$ cat src/rtl/regfile_pkg.sv
// regfile_pkg
// Shared definitions for the scoreboarded register file:
//   state_e   - controller state (SWEEP zeroes the array, READY serves traffic)
//   XLEN_DEF  - default data width
//   NREGS_DEF - default register count
package regfile_pkg;

  localparam int XLEN_DEF  = 32;
  localparam int NREGS_DEF = 32;

  typedef enum logic {
    SWEEP = 1'b0,
    READY = 1'b1
  } state_e;

endpackage

$ cat src/rtl/regfile_sb_score.sv
// regfile_sb_score
// Pending-bit array. One bit per register. A bit is set when an instruction
// that will write the register issues, and cleared when its writeback lands.
// Ports:
//   clk, rst_n        - clock, async active-low reset (clears all bits)
//   clr_all           - clear every bit at the next edge (dominates set/clear)
//   set_en / set_idx  - mark set_idx pending at the next edge
//   clr_en / clr_idx  - mark clr_idx not pending at the next edge
//   rd_idx1/2, hit1/2 - combinational lookup of the current pending bits
// Entry 0 is hard-wired to "not pending".
module regfile_sb_score
  import regfile_pkg::*;
#(
  parameter  int NREGS = NREGS_DEF,
  localparam int AW    = $clog2(NREGS)
) (
  input  logic          clk,
  input  logic          rst_n,
  input  logic          clr_all,
  input  logic          set_en,
  input  logic [AW-1:0] set_idx,
  input  logic          clr_en,
  input  logic [AW-1:0] clr_idx,
  input  logic [AW-1:0] rd_idx1,
  input  logic [AW-1:0] rd_idx2,
  output logic          hit1,
  output logic          hit2
);

  logic [NREGS-1:0] pend_q;
  logic [NREGS-1:0] pend_d;

  // Clear is applied before set so an issue and a writeback to the same
  // register in one cycle leave the bit set: the new producer is still in
  // flight.
  always_comb begin
    pend_d = pend_q;
    if (clr_all) begin
      pend_d = '0;
    end else begin
      if (clr_en) pend_d[clr_idx] = 1'b0;
      if (set_en) pend_d[set_idx] = 1'b1;
    end
    pend_d[0] = 1'b0;
  end

  always_ff @(posedge clk or negedge rst_n) begin
    if (!rst_n) pend_q <= '0;
    else        pend_q <= pend_d;
  end

  assign hit1 = pend_q[rd_idx1];
  assign hit2 = pend_q[rd_idx2];

endmodule

$ cat src/rtl/regfile_sb.sv
// regfile_sb
// Two-read / one-write register file with a pending-bit scoreboard and a
// zeroing sweep after reset or on request.
// Ports:
//   clk, rst_n                      - clock, async active-low reset
//   clr                             - request a zeroing sweep (ignored mid-sweep)
//   ready                           - 1 once the sweep is done; traffic accepted
//   we, writeaddr, writedata        - writeback port
//   iss_valid, iss_rd               - issue of an instruction that will write iss_rd
//   readaddr1/2, readdata1/2        - combinational read ports with write bypass
//   busy1/2                         - addressed register has a pending value
//
// state | meaning
// SWEEP | writing 0 to entry cnt each cycle; traffic ignored, outputs forced 0
// READY | normal operation; clr starts a new sweep
module regfile_sb
  import regfile_pkg::*;
#(
  parameter  int XLEN  = XLEN_DEF,
  parameter  int NREGS = NREGS_DEF,
  localparam int AW    = $clog2(NREGS)
) (
  input  logic            clk,
  input  logic            rst_n,
  input  logic            clr,
  output logic            ready,
  input  logic            we,
  input  logic [AW-1:0]   writeaddr,
  input  logic [XLEN-1:0] writedata,
  input  logic            iss_valid,
  input  logic [AW-1:0]   iss_rd,
  input  logic [AW-1:0]   readaddr1,
  input  logic [AW-1:0]   readaddr2,
  output logic [XLEN-1:0] readdata1,
  output logic [XLEN-1:0] readdata2,
  output logic            busy1,
  output logic            busy2
);

  localparam logic [AW-1:0] CNT_LAST = AW'(NREGS - 1);

  state_e          state_q, state_d;
  logic [AW-1:0]   cnt_q, cnt_d;

  logic [XLEN-1:0] mem_q [NREGS];
  logic            mem_we;
  logic [AW-1:0]   mem_wa;
  logic [XLEN-1:0] mem_wd;

  logic            pend_clr_all;
  logic            pend_set;
  logic            pend_clr;
  logic            hit1, hit2;
  logic            byp1, byp2;

  // State register
  always_ff @(posedge clk or negedge rst_n) begin
    if (!rst_n) begin
      state_q <= SWEEP;
      cnt_q   <= '0;
    end else begin
      state_q <= state_d;
      cnt_q   <= cnt_d;
    end
  end

  // Next state
  always_comb begin
    state_d = state_q;
    cnt_d   = '0;
    case (state_q)
      SWEEP: begin
        if (cnt_q == CNT_LAST) begin
          state_d = READY;
        end else begin
          cnt_d = cnt_q + AW'(1);
        end
      end
      READY: begin
        if (clr) state_d = SWEEP;
      end
      default: state_d = SWEEP;
    endcase
  end

  // Outputs / datapath controls. Traffic in the cycle clr is seen is dropped
  // so nothing leaks into the freshly swept array.
  always_comb begin
    ready        = 1'b0;
    mem_we       = 1'b0;
    mem_wa       = '0;
    mem_wd       = '0;
    pend_clr_all = 1'b1;
    pend_set     = 1'b0;
    pend_clr     = 1'b0;
    case (state_q)
      SWEEP: begin
        mem_we = 1'b1;
        mem_wa = cnt_q;
      end
      READY: begin
        ready        = 1'b1;
        pend_clr_all = clr;
        mem_we       = we && (writeaddr != '0) && !clr;
        mem_wa       = writeaddr;
        mem_wd       = writedata;
        pend_set     = iss_valid && (iss_rd != '0) && !clr;
        pend_clr     = we && !clr;
      end
      default: ;
    endcase
  end

  // Storage carries no reset so it can map onto RAM; the sweep zeroes it.
  always_ff @(posedge clk) begin
    if (mem_we) mem_q[mem_wa] <= mem_wd;
  end

  regfile_sb_score #(
    .NREGS (NREGS)
  ) u_score (
    .clk     (clk),
    .rst_n   (rst_n),
    .clr_all (pend_clr_all),
    .set_en  (pend_set),
    .set_idx (iss_rd),
    .clr_en  (pend_clr),
    .clr_idx (writeaddr),
    .rd_idx1 (readaddr1),
    .rd_idx2 (readaddr2),
    .hit1    (hit1),
    .hit2    (hit2)
  );

  // A writeback to the read index in the same cycle forwards its data and
  // resolves the hazard.
  assign byp1 = we && (writeaddr == readaddr1);
  assign byp2 = we && (writeaddr == readaddr2);

  always_comb begin
    readdata1 = '0;
    if (ready && (readaddr1 != '0)) begin
      readdata1 = byp1 ? writedata : mem_q[readaddr1];
    end
  end

  always_comb begin
    readdata2 = '0;
    if (ready && (readaddr2 != '0)) begin
      readdata2 = byp2 ? writedata : mem_q[readaddr2];
    end
  end

  assign busy1 = ready && hit1 && !byp1;
  assign busy2 = ready && hit2 && !byp2;

endmodule

$ cat config.mk
export PLATFORM = sky130hd
export DESIGN_NAME = regfile_sb
export DESIGN_NICKNAME = d
export VERILOG_FILES = /design/src/rtl/regfile_pkg.sv /design/src/rtl/regfile_sb_score.sv /design/src/rtl/regfile_sb.sv
export SDC_FILE = /design/constraint.sdc
export NUM_CORES = 1
export LEC_CHECK = 0
export ABC_AREA = 0
export BUFFER_PORTS_ARGS = -buffer_cell sky130_fd_sc_hd__buf_2
export CORE_ASPECT_RATIO = 0.75
export CORE_UTILIZATION = 42
export CTS_CLUSTER_SIZE = 20
export DETAILED_ROUTE_END_ITERATION = 7
export HOLD_SLACK_MARGIN = 0.15
export PLACE_DENSITY_LB_ADDON = 0.3
export SLEW_MARGIN = 10
export SYNTH_ARGS = -nofsm -noshare
export SYNTH_HDL_FRONTEND = slang
export SYNTH_SLANG_ARGS = --single-unit
$ cat constraint.sdc
create_clock -name clk -period 2.9 [get_ports clk]
set_input_delay 0 -clock clk [delete_from_list [all_inputs] [get_ports clk]]
set_output_delay 0 -clock clk [all_outputs]
set_load 0.1 [all_outputs]
==> results.md <==
- Post-Synthesis Net Count: 2845
- Synth Flop Type: edfxtp_1
- Core area: 118400 um2
- GRT Resource Usage Total: 27.29%
- Period utilization: 99.23%
- Startpoint types: input pin
- Hold Path Origin: iss_rd[1]
- Antenna-violating nets left: 0
- Worst skew pair latency: 0.70 ns
- Synth top area share: 61.04%
- Yosys reg bits: 1061
- Normalized max-slew margin: 27.23%
- Clock buffer depth: 3
- Fin nets: 3161
- RR Startpoint: state_q
- Sw Share: 29.48%
- TNS Setup: 0 ns
- CP dominant cell by count: buf_2
- R2R cell count: 7
- Clock root buffer: clkbuf_16
- Critical Path AT: 2.88 ns
- Design Power: 42.88 mW
- # DRC: 0
- Vias in the first global route: 32333
- Pre-antenna DRT Iters: 7
- CP max FO: 30
- Starting Density: 42.55%
- Worst path cell trace: dlygate4sd3_1 -> buf_2 -> xnor2_1 -> nand2_1 -> or3_1 -> buf_4 -> o2111ai_1 -> o221a_2 -> buf_2
- Net Sw Power: 12.64 mW
- Hold Path Class: input pin to register
- Synthesis Warnings: 0
- CP Data Required Time: 2.90 ns
- First-pass GRT wire length: 237600 um
- Full die area: 121300 um2
- Area after DPL: 55370 um2
- Fin cells: 4750
- Gr ovfl total: 0
- Slowest-stage cell, CP: dlygate4sd3_1
- Mean Syn Cell Area: 18.08 um2
- Clock Skew: 0.03099 ns
- I/O pins: 124
- Average wire per standard cell: 34.99 um
- Initial antenna violation count: 6
- Final Cell Area: 59620 um2
- Max stage delay on crit path: 0.52 ns
- Final hold violations: 0
- Initial DRC Count: 4609
- CTS clk-pin slew, worst paths: 0.06 ns
- Syn Inst Count: 2786
- Routed vias: 32067
- Clock power share: 32.4%
- CTS HTree Levels: 3
- Ys async rst share: 3.487%
- Post-Route WL: 166200 um
- Crit end category: output port
- Die H: 301.9 um
- Pwr Density: 719.2 nW/um2
- Most frequent cell after synthesis: edfxtp_1
- PortBufs: 123
- Flop pwr share: 46.6%
- Post-synth EDFFs: 1024
- Combinational power share: 21.0%
- Internal power: 30.24 mW
- Final Max Tran Viols: 0
- Die Wd: 401.9 um
- DR vias/cell: 6.751
- Std-Cell Rows: 109
- RePlAce Congestion: 0.8897
- Top post-synthesis cells by area: edfxtp_1, mux4_2, mux2i_1, dfrtp_1, o22ai_1
- Final setup violating endpoints: 0
- Clk sinks: 1061
- Largest net degree at the start of global routing: 50
- Reg-to-reg endpoint: u_score.pend_q[19]
- Actual slew at the worst max-slew pin: 1.091 ns
- Synth top cells by count: edfxtp_1, mux4_2, mux2i_1, o22ai_1, nor2_1
- Share of layout cells above drive strength 1: 34.68%
- RSZ-0062 raised after global routing: yes
- Distinct cells, synth: 61
- Pleak: 19.64 nW
- Final worst path period need: 2.878 ns
- CTS tree: done
- MaxCap Viol Count: 0
- Placed insts: 4482
- Maximum clock frequency: 347.5 MHz
- Detailed placement HPWL: 105900 um
- Post-synthesis sequential area ratio: 62.88%
- Hold worst-path end: u_score.pend_q[9]
- Status: completed
- Yosys top cell by area: edfxtp_1
- Hold path cells: 5
- Layout Area Growth over Synthesis: 18.36%
- Critical path class: input pin to output port
- Worst VDD drop: 0.0005113 V
- Mapped Area: 50370 um2
- CTS buffer count: 108
- Worst R2R Setup Slack: 0.13 ns
state kept, by name (all words and copies together), names as in the netlist:
name	cells
cnt_q	5
mem_q	1024
state_q	1
u_score.pend_q	31
kinds of logic (layout without fill, tap and decap cells):
family | after synthesis | in the layout | share of synthesized area [%]
buffers and inverters | 222 | 631 | 2.367
DFF | 1061 | 1061 | 62.88
and+or+nand+nor | 372 | 372 | 3.708
xor gates and xnor gates | 12 | 12 | 0.2086
other | 0 | 1 | 0
adders and majority gates | 2 | 2 | 0.04967
AOI/OAI and AO/OA | 449 | 449 | 6.051
muxes | 668 | 668 | 24.73
placed cells by master, fill, tap and decap left out, types with 61 or more instances in the layout:
| cell type | instances |
|---|---|
| buf_4 | 190 |
| mux4_2 | 458 |
| dlygate4sd3_1 | 62 |
| clkbuf_16 | 110 |
| buf_12 | 104 |
| buf_2 | 61 |
| o21ai_0 | 63 |
| a21oi_1 | 75 |
| nor2_1 | 69 |
| nand2_1 | 73 |
| edfxtp_1 | 1024 |
| a22oi_1 | 79 |
| mux2i_1 | 174 |
| o22ai_1 | 105 |
worst max-delay path: cells and delay by family:
family,cells,cell delay (ns)
buffers and inverters,4,1.56
AND/OR/NAND/NOR,2,0.47
AO/OA/AOI/OAI,2,0.59
XOR/XNOR,1,0.19
routing by layer:
| layer | wire [um] | vias up | share of wire, % | track usage [%] |
|---|---|---|---|---|
| met1 | 65620 | 16836 | 39 | 39.67 |
| met4 | 5432 | 8 | 3.3 | 8.797 |
| li1 | - | 12523 | - | - |
| met5 | 47 | - | 0.028 | 0 |
| met2 | 74080 | 2373 | 45 | 40.58 |
| met3 | 21010 | 327 | 13 | 6.667 |
power groups by stage:
stage	combinational, mW	sequential, mW	clock [mW]
CTS	8.88	19.9	14.0
global placement	8.67	20.1	0
floorplan	5.07	19.9	0
global route	9.27	20.1	14.6
detailed placement	8.78	20.3	0
finish	9.02	20.0	13.9
metrics by stage:
stage	utilization (%)	hold WS, ns	setup WS, ns
after global routing	50.36	0.2352	-0.002609
after global placement	46.78	0.1219	0.1525
after CTS	50.30	0.2084	0.01054
after floorplan	-	-0.2956	0.03477
after detailed placement	46.78	0.1530	0.2020
final	50.37	0.2280	0.02236
cell type report:
type,instances,area [um2]
fillers,9434,58760
flip-flops and latches,1061,31680
multi-input cells,1503,17970
repair buffers,424,4521
clock buffers,134,2873
well taps,1554,1944
clock inverters,69,620.6
inverters,4,15.01
diodes,1,2.502
worst max path at each step:
stage | from | slack (ns) | to | depth (start not counted)
2_1_floorplan | state_q | 0.03 | busy1 | 5
3_3_place_gp | state_q | 0.15 | mem_q[13][29] | 7
3_5_place_dp | state_q | 0.20 | mem_q[13][29] | 7
4_1_cts | mem_q[10][19] | 0.01 | readdata1[19] | 6
5_1_grt | writeaddr[3] | -0.003 | readdata1[12] | 9
6_report | writeaddr[3] | 0.02 | readdata2[24] | 9
repair_timing:
action | 4_1_cts | 5_1_grt
hold endpoints to repair | 933 | 0
resized for setup | 10 | 16
hold buffers | 63 | 0
buffers inserted | 1 | 0
endpoints found under the setup margin | 21 | 17
Note: power is estimated with default switching activity, not from simulation.
